===== src/rtl/dmem_lsu_pkg.sv =====
// dmem_lsu shared definitions: funct3 codes, widths,
// FSM states and fault causes.
package dmem_lsu_pkg;

  localparam logic [2:0] F3_LB  = 3'b000;
  localparam logic [2:0] F3_LH  = 3'b001;
  localparam logic [2:0] F3_LW  = 3'b010;
  localparam logic [2:0] F3_LBU = 3'b100;
  localparam logic [2:0] F3_LHU = 3'b101;
  localparam logic [2:0] F3_SB  = 3'b000;
  localparam logic [2:0] F3_SH  = 3'b001;
  localparam logic [2:0] F3_SW  = 3'b010;

  localparam logic [1:0] W_WORD = 2'b00;
  localparam logic [1:0] W_HALF = 2'b01;
  localparam logic [1:0] W_BYTE = 2'b10;

  localparam logic [1:0] C_NONE     = 2'b00;
  localparam logic [1:0] C_MISALIGN = 2'b01;
  localparam logic [1:0] C_RANGE    = 2'b10;
  localparam logic [1:0] C_ILLEGAL  = 2'b11;

  typedef enum logic [1:0] {
    IDLE,
    ISSUE,
    RESP
  } state_t;

  function automatic logic [2:0] width_bytes(
    input logic [1:0] width
  );
    unique case (width)
      W_BYTE:  width_bytes = 3'd1;
      W_HALF:  width_bytes = 3'd2;
      default: width_bytes = 3'd4;
    endcase
  endfunction

endpackage


===== src/rtl/dmem_lsu_check.sv =====
// dmem_lsu request decode and fault classification.
// Purely combinational; addr[32] flags an out-of-space EA.
module dmem_lsu_check
  import dmem_lsu_pkg::*;
#(
  parameter int unsigned MEM_BYTES = 4021
) (
  input  logic [2:0]  funct3,
  input  logic        store,
  input  logic [32:0] addr,
  output logic [1:0]  width,
  output logic        signext,
  output logic        fault,
  output logic [1:0]  cause
);

  logic        illegal;
  logic        misalign;
  logic        range;
  logic [33:0] last;

  always_comb begin
    unique case (funct3[1:0])
      2'b00:   width = W_BYTE;
      2'b01:   width = W_HALF;
      default: width = W_WORD;
    endcase
    signext = ~funct3[2];
  end

  always_comb begin
    if (store)
      illegal = funct3[2];
    else
      illegal = (funct3 == 3'b011) ||
                (funct3[2:1] == 2'b11);
  end

  always_comb begin
    misalign = 1'b0;
    if (width == W_HALF)
      misalign = addr[0];
    else if (width == W_WORD)
      misalign = |addr[1:0];
  end

  // Last touched byte, wide enough that no carry is lost.
  assign last  = {1'b0, addr} +
                 {31'b0, width_bytes(width)} - 34'd1;
  assign range = last >= 34'(MEM_BYTES);

  always_comb begin
    fault = 1'b1;
    if (illegal)
      cause = C_ILLEGAL;
    else if (misalign)
      cause = C_MISALIGN;
    else if (range)
      cause = C_RANGE;
    else begin
      cause = C_NONE;
      fault = 1'b0;
    end
  end

endmodule


===== src/rtl/dmem_lsu.sv =====
// dmem_lsu: load/store unit driving the data memory
// strobe interface, one request in flight at a time.
module dmem_lsu
  import dmem_lsu_pkg::*;
#(
  parameter int unsigned MEM_BYTES = 4021
) (
  input  logic        CLK,
  input  logic        RST_N,
  input  logic        req_valid,
  output logic        req_ready,
  input  logic        req_store,
  input  logic [2:0]  req_funct3,
  input  logic [31:0] req_base,
  input  logic [31:0] req_offset,
  input  logic [31:0] req_wdata,
  input  logic [4:0]  req_rd,
  output logic [31:0] data_addr,
  output logic [1:0]  data_width,
  output logic        data_i,
  output logic        data_o,
  output logic        signext,
  output logic [31:0] input_data,
  input  logic [31:0] read,
  output logic        resp_valid,
  output logic [31:0] resp_data,
  output logic [4:0]  resp_rd,
  output logic        resp_err,
  output logic [1:0]  resp_cause
);

  state_t      state;
  logic [33:0] ea_sum;
  logic        ea_wrap;
  logic [1:0]  c_width;
  logic        c_signext;
  logic        c_fault;
  logic [1:0]  c_cause;

  // Signed sum: any result outside 0..2^32-1 is a wrap.
  assign ea_sum  = {2'b00, req_base} +
                   {{2{req_offset[31]}}, req_offset};
  assign ea_wrap = ea_sum[33] | ea_sum[32];

  dmem_lsu_check #(
    .MEM_BYTES(MEM_BYTES)
  ) u_check (
    .funct3  (req_funct3),
    .store   (req_store),
    .addr    ({ea_wrap, ea_sum[31:0]}),
    .width   (c_width),
    .signext (c_signext),
    .fault   (c_fault),
    .cause   (c_cause)
  );

  assign req_ready = (state == IDLE);
  assign resp_data = (state == RESP) ? read : '0;

  always_ff @(posedge CLK or negedge RST_N) begin
    if (!RST_N) begin
      state      <= IDLE;
      data_addr  <= '0;
      data_width <= W_WORD;
      signext    <= 1'b0;
      input_data <= '0;
      resp_rd    <= '0;
      data_i     <= 1'b0;
      data_o     <= 1'b0;
      resp_valid <= 1'b0;
      resp_err   <= 1'b0;
      resp_cause <= C_NONE;
    end else begin
      unique case (state)
        IDLE: begin
          if (req_valid) begin
            state      <= ISSUE;
            data_addr  <= ea_sum[31:0];
            data_width <= c_width;
            signext    <= c_signext;
            input_data <= req_wdata;
            resp_rd    <= req_rd;
            data_i     <= req_store & ~c_fault;
            data_o     <= ~req_store & ~c_fault;
            resp_valid <= req_store | c_fault;
            resp_err   <= c_fault;
            resp_cause <= c_cause;
          end
        end
        ISSUE: begin
          data_i     <= 1'b0;
          data_o     <= 1'b0;
          resp_err   <= 1'b0;
          resp_cause <= C_NONE;
          if (data_o) begin
            state      <= RESP;
            resp_valid <= 1'b1;
          end else begin
            state      <= IDLE;
            resp_valid <= 1'b0;
          end
        end
        RESP: begin
          state      <= IDLE;
          resp_valid <= 1'b0;
        end
        default: state <= IDLE;
      endcase
    end
  end

endmodule


===== config.mk =====
export PLATFORM = sky130hd
export DESIGN_NAME = dmem_lsu
export DESIGN_NICKNAME = d
export VERILOG_FILES = /design/src/rtl/dmem_lsu_pkg.sv /design/src/rtl/dmem_lsu_check.sv /design/src/rtl/dmem_lsu.sv
export SDC_FILE = /design/constraint.sdc
export NUM_CORES = 1
export LEC_CHECK = 0
export BUFFER_PORTS_ARGS = -buffer_cell sky130_fd_sc_hd__buf_2
export CAP_MARGIN = 20
export CORE_UTILIZATION = 31
export DETAILED_ROUTE_END_ITERATION = 16
export GPL_ROUTABILITY_DRIVEN = 0
export PLACE_DENSITY_LB_ADDON = 0.08
export RECOVER_POWER = 25
export SETUP_SLACK_MARGIN = 0.3
export SLEW_MARGIN = 15
export SYNTH_ARGS = -nofsm -noshare
export SYNTH_HDL_FRONTEND = slang
export SYNTH_SLANG_ARGS = --single-unit
export TNS_END_PERCENT = 10

===== constraint.sdc =====
create_clock -name CLK -period 4.9 [get_ports CLK]
set_input_delay 0.49 -clock CLK [delete_from_list [all_inputs] [get_ports CLK]]
set_output_delay 0.49 -clock CLK [all_outputs]
set_load 0.1 [all_outputs]

==> results by stage, run 1 <==
GRT:
- The largest net degree at the start of global routing is 81.
- The total overflow left after global routing is 0.
- The first global-routing pass estimated 37.6 mm of wire.
- The overall global routing resource usage is 19.0%.
- The number of antenna violations at the first check in global routing was 0.
- The via count of the first global-routing pass is 7698.

STA:
- The max-slew violation count was 59.
- In the finished design, the share of the clock period the worst path needs comes to 102%.
- The worst clock skew is 0.00937 ns.
- The number of failing setup endpoints in the final timing report is 5.
- The transition at the pin with the smallest max-transition slack is 3.04 ns.
- Once routing completed, OpenROAD measured the worst setup slack at -0.0968 ns.
- The maximum clock frequency is 200 MHz.
- The hold slack is 0.383 ns.
- The worst pin sits at a relative slew slack of -103%.
- The final period demand of the worst path is 5.00 ns.
- The number of failing hold endpoints at the final stage is 0.
- Setup repair after global routing could not meet its margin everywhere.

CTS:
- The clock net in this run drives a total of 80 sinks.
- TritonCTS built the clock tree.
- The longest clock path from root to sink contains 2 buffers.
- The clock buffer count from CTS is 9.
- The H-tree depth reported by CTS is 3.
- Clock tree synthesis selected as its root buffer the cell sky130_fd_sc_hd__clkbuf_16.
- The number of hold buffers added after CTS was 0.
- The clock latency at the later pin of the worst-skew pair is 0.33 ns.
- The CTS clock-pin slew for the worst setup and hold paths is 0.07 ns.

Power and ir drop:
- For this design the ratio of total power to cell area is 627 nW/um^2.
- The analysis attributes to cell leakage a power of 5.74 nW.
- The worst IR drop on VDD is 453 uV.

Floorplan:
- The starting density of the core is 31.7%.
- The number of primary I/O pins is 251.
- Measured along the x axis, the die boundary spans 157 um.
- The number of placement rows is 56.
- The total core area is 23500 um^2.
- The die area is 24700 um^2.
- The die is 157 um tall.

Synth:
- Sorting the synthesized cells by how often they occur yields sky130_fd_sc_hd__nand2_1, sky130_fd_sc_hd__dfrtp_1, sky130_fd_sc_hd__ha_1.
- Summed over all instances, the cell type with the most area after synthesis is sky130_fd_sc_hd__dfrtp_1.
- The synthesized flop and latch total is 80.
- The fraction of registers with async set or reset after synthesis is 100%.
- After synthesis, the largest area contributor takes up 26.8% of total cell area.
- The number of enable flip-flop cells after synthesis is 0.
- The leading register cell type out of synthesis is sky130_fd_sc_hd__dfrtp_1.
- In the synthesized netlist, the number of instances is 884.
- Yosys attributes the largest share of cell area to sky130_fd_sc_hd__dfrtp_1, sky130_fd_sc_hd__ha_1, sky130_fd_sc_hd__mux2_2.
- The area of the mapped netlist is 7470 um^2.
- When the netlist entered floorplanning its net count stood at 1093.
- In this run, distinct cell masters in the synthesized netlist total 90.
- The synthesis warning total is 0.
- The library cell with the highest instance count after synthesis is sky130_fd_sc_hd__nand2_1.
- A synthesized cell averages 8.45 um^2.
- For this run, the register share of the synthesized area comes to 26.8%.

Setup path:
- The kind of end point of the critical path is a flip-flop.
- STA classifies the critical path startpoint as an input pin.
- The arrival time at the worst endpoint is 5.23 ns.
- The start-to-end type of the worst setup path is input pin to flip-flop.
- The largest fanout of any net on the critical path is 6.
- The required time at the endpoint of the critical path is 5.13 ns.

Drt:
- The detailed-route wire length per cell is 14.3 um.
- The number of remaining DRC errors is 0.
- The per-cell via count in the routed design is 4.81.
- The routed wire length is 23.9 mm.
- The detailed router finished its first iteration with 299 violations.
- Once detail routing completed, the nets flagged for antenna violations numbered 0.
- For this run, the detailed router's first-pass iteration total came to 4.
- The via count is 8019.

Placement:
- The count of buffers from port buffering is 250.
- The total instance count after detailed placement is 1648.
- The post-detailed-placement half-perimeter wirelength is 20.2 mm.
- The cell area reported after detailed placement is 10800 um^2.

Layout:
- The number of non-filler instances in the completed layout is 1668.
- The final antenna diode count is 0.
- The area growth from synthesis to layout is 51.3%.
- With fillers left out, the area of the finished cells amounts to 11300 um^2.
- After the last flow step, the layout net total stands at 1553.
- The share of final-layout standard cells stronger than drive strength 1 is 44.8%.

Worst hold path:
- The min-delay analysis places its worst path in the category input pin to flip-flop.

Outcome:
- The flow ran to the end, but the final reports show violations.
- The final reports fail on max-capacitance violations, max-slew violations, negative setup slack.

Job:
- The count of maximum capacitance violations is 1.
-- metal layers --
metal  wire length [um]  part of all wire (%)  track usage (%)
met1              11300                    47             24.7
met5                  0                     0                0
met2              11100                    46             32.9
met3               1210                   5.1             2.86
met4                269                   1.1             4.21
-- timing repair --
action / 4_1_cts / 5_1_grt
setup endpoints to repair: 5 / 5
buffers inserted: 3 / 0
pin swaps: 14 / 10
resized for setup: 22 / 8
-- final timing paths --
check | from | to | slack (ns) | cells after the start
setup / recovery | req_base[3] | data_o | -0.1 | 25
hold / removal | req_wdata[14] | input_data[14] | 0.38 | 2
setup reg to reg | state[0] | resp_err | 2.62 | 6
hold reg to reg | data_width[0] | data_width[0] | 0.47 | 2
max in group asynchronous | RST_N | input_data[17] | 0.96 | 2
min in group asynchronous | RST_N | data_addr[2] | 0.44 | 1
-- through the flow --
step | setup TNS [ns] | worst slack [ns] | total power, W | util (%)
floorplan | -0.443 | -0.0980 | 0.00495 | -
finish | -0.376 | -0.0968 | 0.00708 | 48.0
detailed placement | -3.85 | -0.839 | 0.00628 | 45.8
global placement | -3.19 | -0.663 | 0.00626 | 45.8
CTS | -0.651 | -0.146 | 0.00712 | 47.9
global route | -1.94 | -0.418 | 0.00750 | 48.0
-- cell type report --
| class | instances | area, um^2 |
|---|---|---|
| clock inverters | 7 | 108 |
| multi-input cells | 711 | 5350 |
| clock buffers | 9 | 225 |
| repair buffers | 484 | 3000 |
| flip-flops and latches | 80 | 2000 |
| well taps | 319 | 399 |
| fillers | 2339 | 12200 |
| inverters | 58 | 218 |
-- flip-flops by register name, summed over array words and instances, names as in the netlist --
signal / flops
data_i: 1
state: 2
input_data: 32
data_width: 2
resp_err: 1
resp_cause: 2
signext: 1
data_addr: 32
resp_rd: 5
data_o: 1
resp_valid: 1
-- power by group --
group	total (W)	leakage [nW]	switching [W]	internal [W]
sequential	0.00112	0.965	0.000150	0.000974
clock	0.000744	0.160	0.000287	0.000457
combinational	0.00522	4.61	0.00373	0.00148
total	0.00708	5.74	0.00417	0.00291
-- logic make-up after synthesis --
| family | count (synthesis) | synth area share [%] |
|---|---|---|
| XOR/XNOR | 47 | 5.86 |
| multiplexers | 42 | 6.26 |
| adder cells (fa/ha/maj) | 69 | 11.8 |
| flip-flops | 80 | 26.8 |
| buffers and inverters | 93 | 4.94 |
| AND/OR/NAND/NOR | 293 | 20.0 |
| AO/OA/AOI/OAI | 260 | 24.4 |
-- critical path: stages --
cell and delay, ns:
sky130_fd_sc_hd__buf_2 0.11, sky130_fd_sc_hd__ha_4 0.23, sky130_fd_sc_hd__and2_4 0.16, sky130_fd_sc_hd__a221o_1 0.32
sky130_fd_sc_hd__o2111a_2 0.28, sky130_fd_sc_hd__o21a_4 0.22, sky130_fd_sc_hd__nor2_1 0.08, sky130_fd_sc_hd__nor2_1 0.05
sky130_fd_sc_hd__a221o_1 0.34, sky130_fd_sc_hd__and2_1 0.16, sky130_fd_sc_hd__o21ai_1 0.13, sky130_fd_sc_hd__nand2b_1 0.10
sky130_fd_sc_hd__xnor2_2 0.21, sky130_fd_sc_hd__buf_4 0.15, sky130_fd_sc_hd__inv_1 0.03, sky130_fd_sc_hd__ha_1 0.28
sky130_fd_sc_hd__buf_4 0.16, sky130_fd_sc_hd__a21o_1 0.17, sky130_fd_sc_hd__nor2b_1 0.14, sky130_fd_sc_hd__or4_1 0.47
sky130_fd_sc_hd__a21oi_1 0.16, sky130_fd_sc_hd__o32ai_2 0.12, sky130_fd_sc_hd__nor4_4 0.30, sky130_fd_sc_hd__nand2_2 0.15
sky130_fd_sc_hd__o41ai_2 0.22
-- cells in the final DEF, fill, tap and decap left out, drive strengths merged, types with 23 or more instances in the layout --
master,count
buf,482
o21ai,69
xnor2,32
inv,62
a21o,23
nand3,25
nand2,92
ha,67
dfrtp,80
a21oi,57
mux2,38
and2,41
nor2,43
(Power assumes the default switching activity.)
==> inputs of run 2 (changes only) <==
- SKIP_LAST_GASP: unset -> 1
==> results by stage, run 2 (same netlist as run 1, synthesis figures left out) <==
Outcome:
- The flow ran to the end, but the final reports show violations.
- The checks that failed: max-capacitance violations, max-slew violations, negative setup slack.

GRT:
- The number of antenna violations at the first check in global routing is 0 (unchanged).
- The via count of the first global-routing pass was 7671 (-0.35%).
- The overall global routing resource usage is 19.0% (about the same).
- The largest net degree at the start of global routing was 81 (unchanged).
- The leftover overflow at the end of global routing is 0 (unchanged).
- The wire length of the first global-routing pass was 37.6 mm (about the same).

Setup path:
- The startpoint of the most critical register-to-register path is state[0].
- STA classifies the critical path endpoint as a flip-flop.
- The delay of the slowest cell on the worst path came to 0.50 ns (+0.03 ns).
- The most critical setup path has its startpoint at req_base[1].
- The worst setup path is launched from an input pin.
- The gate family responsible for the most delay along the worst path is compound AO/OA/AOI/OAI gates.
- The required time at the endpoint of the critical path is 5.17 ns (+0.04 ns).
- The largest fanout of any net on the critical path came to 6 (unchanged).
- The number of buffers and inverters on the critical path is 5 (+1).
- The most numerous cell type found on the critical path is sky130_fd_sc_hd__a21o_1.
- The arrival time at the worst endpoint is 5.35 ns (+0.12 ns).
- The worst setup path is of the input pin to flip-flop kind.
- On the critical path, the stage with the largest delay is an instance of sky130_fd_sc_hd__or4b_1.

STA:
- The number of failing hold endpoints at the final stage is 0 (unchanged).
- The share of the cycle needed by the critical path after routing came to 104% (+1.7 points).
- Setup repair after global routing could not meet its margin everywhere.
- The number of failing setup endpoints in the final timing report was 5 (unchanged).
- The worst clock skew was 0.00960 ns (+0.000224 ns).
- The final sum of negative setup slack was -0.537 ns (-0.162 ns).
- The final period demand of the worst path was 5.08 ns (+0.0818 ns).
- The transition at the pin with the smallest max-transition slack is 3.56 ns (+0.518 ns).
- The final critical-path setup slack is -0.179 ns (-0.0818 ns).
- The worst slew slack as a fraction of its limit came to -137% (-35 points).
- The maximum clock frequency is 197 MHz (-1.6%).
- The max-slew violation count is 81 (+37%).

CTS:
- The clock buffer count from CTS is 9 (unchanged).
- The H-tree depth reported by CTS is 3 (unchanged).
- The TritonCTS clock tree is built.
- The CTS clock-pin slew for the worst setup and hold paths is 0.07 ns (about the same).
- The total clock sinks was 80 (unchanged).
- The clock latency at the later pin of the worst-skew pair is 0.33 ns (about the same).
- The root buffer cell is sky130_fd_sc_hd__clkbuf_16.
- The number of buffers on the longest clock path came to 2 (unchanged).

Drt:
- The violation count after the first detailed-route iteration came to 296 (-1.0%).
- The number of routed nets with antenna violations came to 0 (unchanged).
- The length of the first detailed-routing pass in iterations is 4 (unchanged).
- The routed wire length is 23.8 mm (-0.23%).
- The number of remaining DRC errors was 0 (unchanged).
- The per-cell via count in the routed design was 4.80 (-0.12%).
- The detailed-route wire length per cell came to 14.3 um (-0.41%).
- The via count is 8024 (+0.062%).

Layout:
- The share of final-layout standard cells stronger than drive strength 1 is 45.0% (+0.20 points).
- The largest registers in the layout are data_addr x32, input_data x32, resp_rd x5.
- The final antenna diode count was 0 (unchanged).
- The final layout net count is 1556 (+0.19%).
- The final instance area was 11300 um^2 (+0.29%).
- The relative area change from synthesis to final layout is 51.8%.
- The top cell types in the final layout, fill and taps aside, are sky130_fd_sc_hd__buf_2, sky130_fd_sc_hd__buf_4, sky130_fd_sc_hd__nand2_1, sky130_fd_sc_hd__dfrtp_1, sky130_fd_sc_hd__ha_1.
- The commonest non-fill, non-tap cell in the layout is sky130_fd_sc_hd__buf_2.

Floorplan:
- The number of primary I/O pins is 251 (unchanged).
- The number of placement rows came to 56 (unchanged).
- The overall die width is 157 um (unchanged).
- The total core area is 23500 um^2 (unchanged).
- The die area is 24700 um^2 (unchanged).
- The height of the chip is 157 um (unchanged).
- The starting density of the core is 31.7% (unchanged).

Power and ir drop:
- The worst IR drop on VDD is 453 uV (about the same).
- The cell leakage power was 5.76 nW (+0.40%).
- The power density over the cells came to 626 nW/um^2 (-0.13%).

Worst hold path:
- The type of the most critical hold path is input pin to flip-flop.
- The worst hold path begins at req_wdata[14].

Placement:
- The count of buffers from port buffering came to 250 (unchanged).
- The cell area reported after detailed placement came to 10800 um^2 (unchanged).
- The post-detailed-placement half-perimeter wirelength is 20.2 mm (unchanged).

Job:
- The count of maximum capacitance violations is 1 (unchanged).
## run 2: per-layer routing
layer	wire length [um]	up-vias	global-route usage, %
met2	11000	199	32.6
li1	-	4135	-
met4	272	0	4.16
met3	1250	19	2.86
met5	0	-	0
met1	11300	3671	25.0
## run 2: worst paths after layout
check                      cells past startpoint  slack (ns)              to
min in group asynchronous                      1        1.52    data_addr[4]
setup reg to reg                               6        2.63        resp_err
max in group asynchronous                      1        1.37  input_data[17]
setup / recovery                              27       -0.18   resp_cause[1]
hold / removal                                 2        0.38  input_data[14]
hold reg to reg                                2        0.47   data_width[0]
## run 2: layout make-up
type                    instances  area, um^2
well taps                     319         399
multi-input cells             711        5350
repair buffers                487        3030
clock buffers                   9         225
fillers                      2337       12200
clock inverters                 7         108
flip-flops and latches         80        2000
inverters                      58         218
## run 2: through the flow
stage | hold slack (ns) | total power (W) | util, % | instances | setup slack [ns]
after floorplan | 0.194 | 0.00495 | - | 884 | -0.0980
after global placement | 0.460 | 0.00626 | 45.8 | 1648 | -0.663
after detailed placement | 0.465 | 0.00628 | 45.8 | 1648 | -0.839
after CTS | 0.369 | 0.00711 | 47.8 | 1667 | -0.160
after global routing | 0.374 | 0.00751 | 48.2 | 1671 | -0.443
final | 0.383 | 0.00710 | 48.2 | 1671 | -0.179
## run 2: what timing repair did
item / in CTS / in global routing
gates resized for setup: 17 / 14
pin swaps: 11 / 13
hold buffers: 0 / 0
setup endpoints to repair: 5 / 5
setup buffers: 3 / 4
## run 2: power by group
part / internal, W / leakage, nW / switching (W)
clock: 0.000457 / 0.160 / 0.000286
combinational: 0.00149 / 4.63 / 0.00373
sequential: 0.000974 / 0.965 / 0.000150
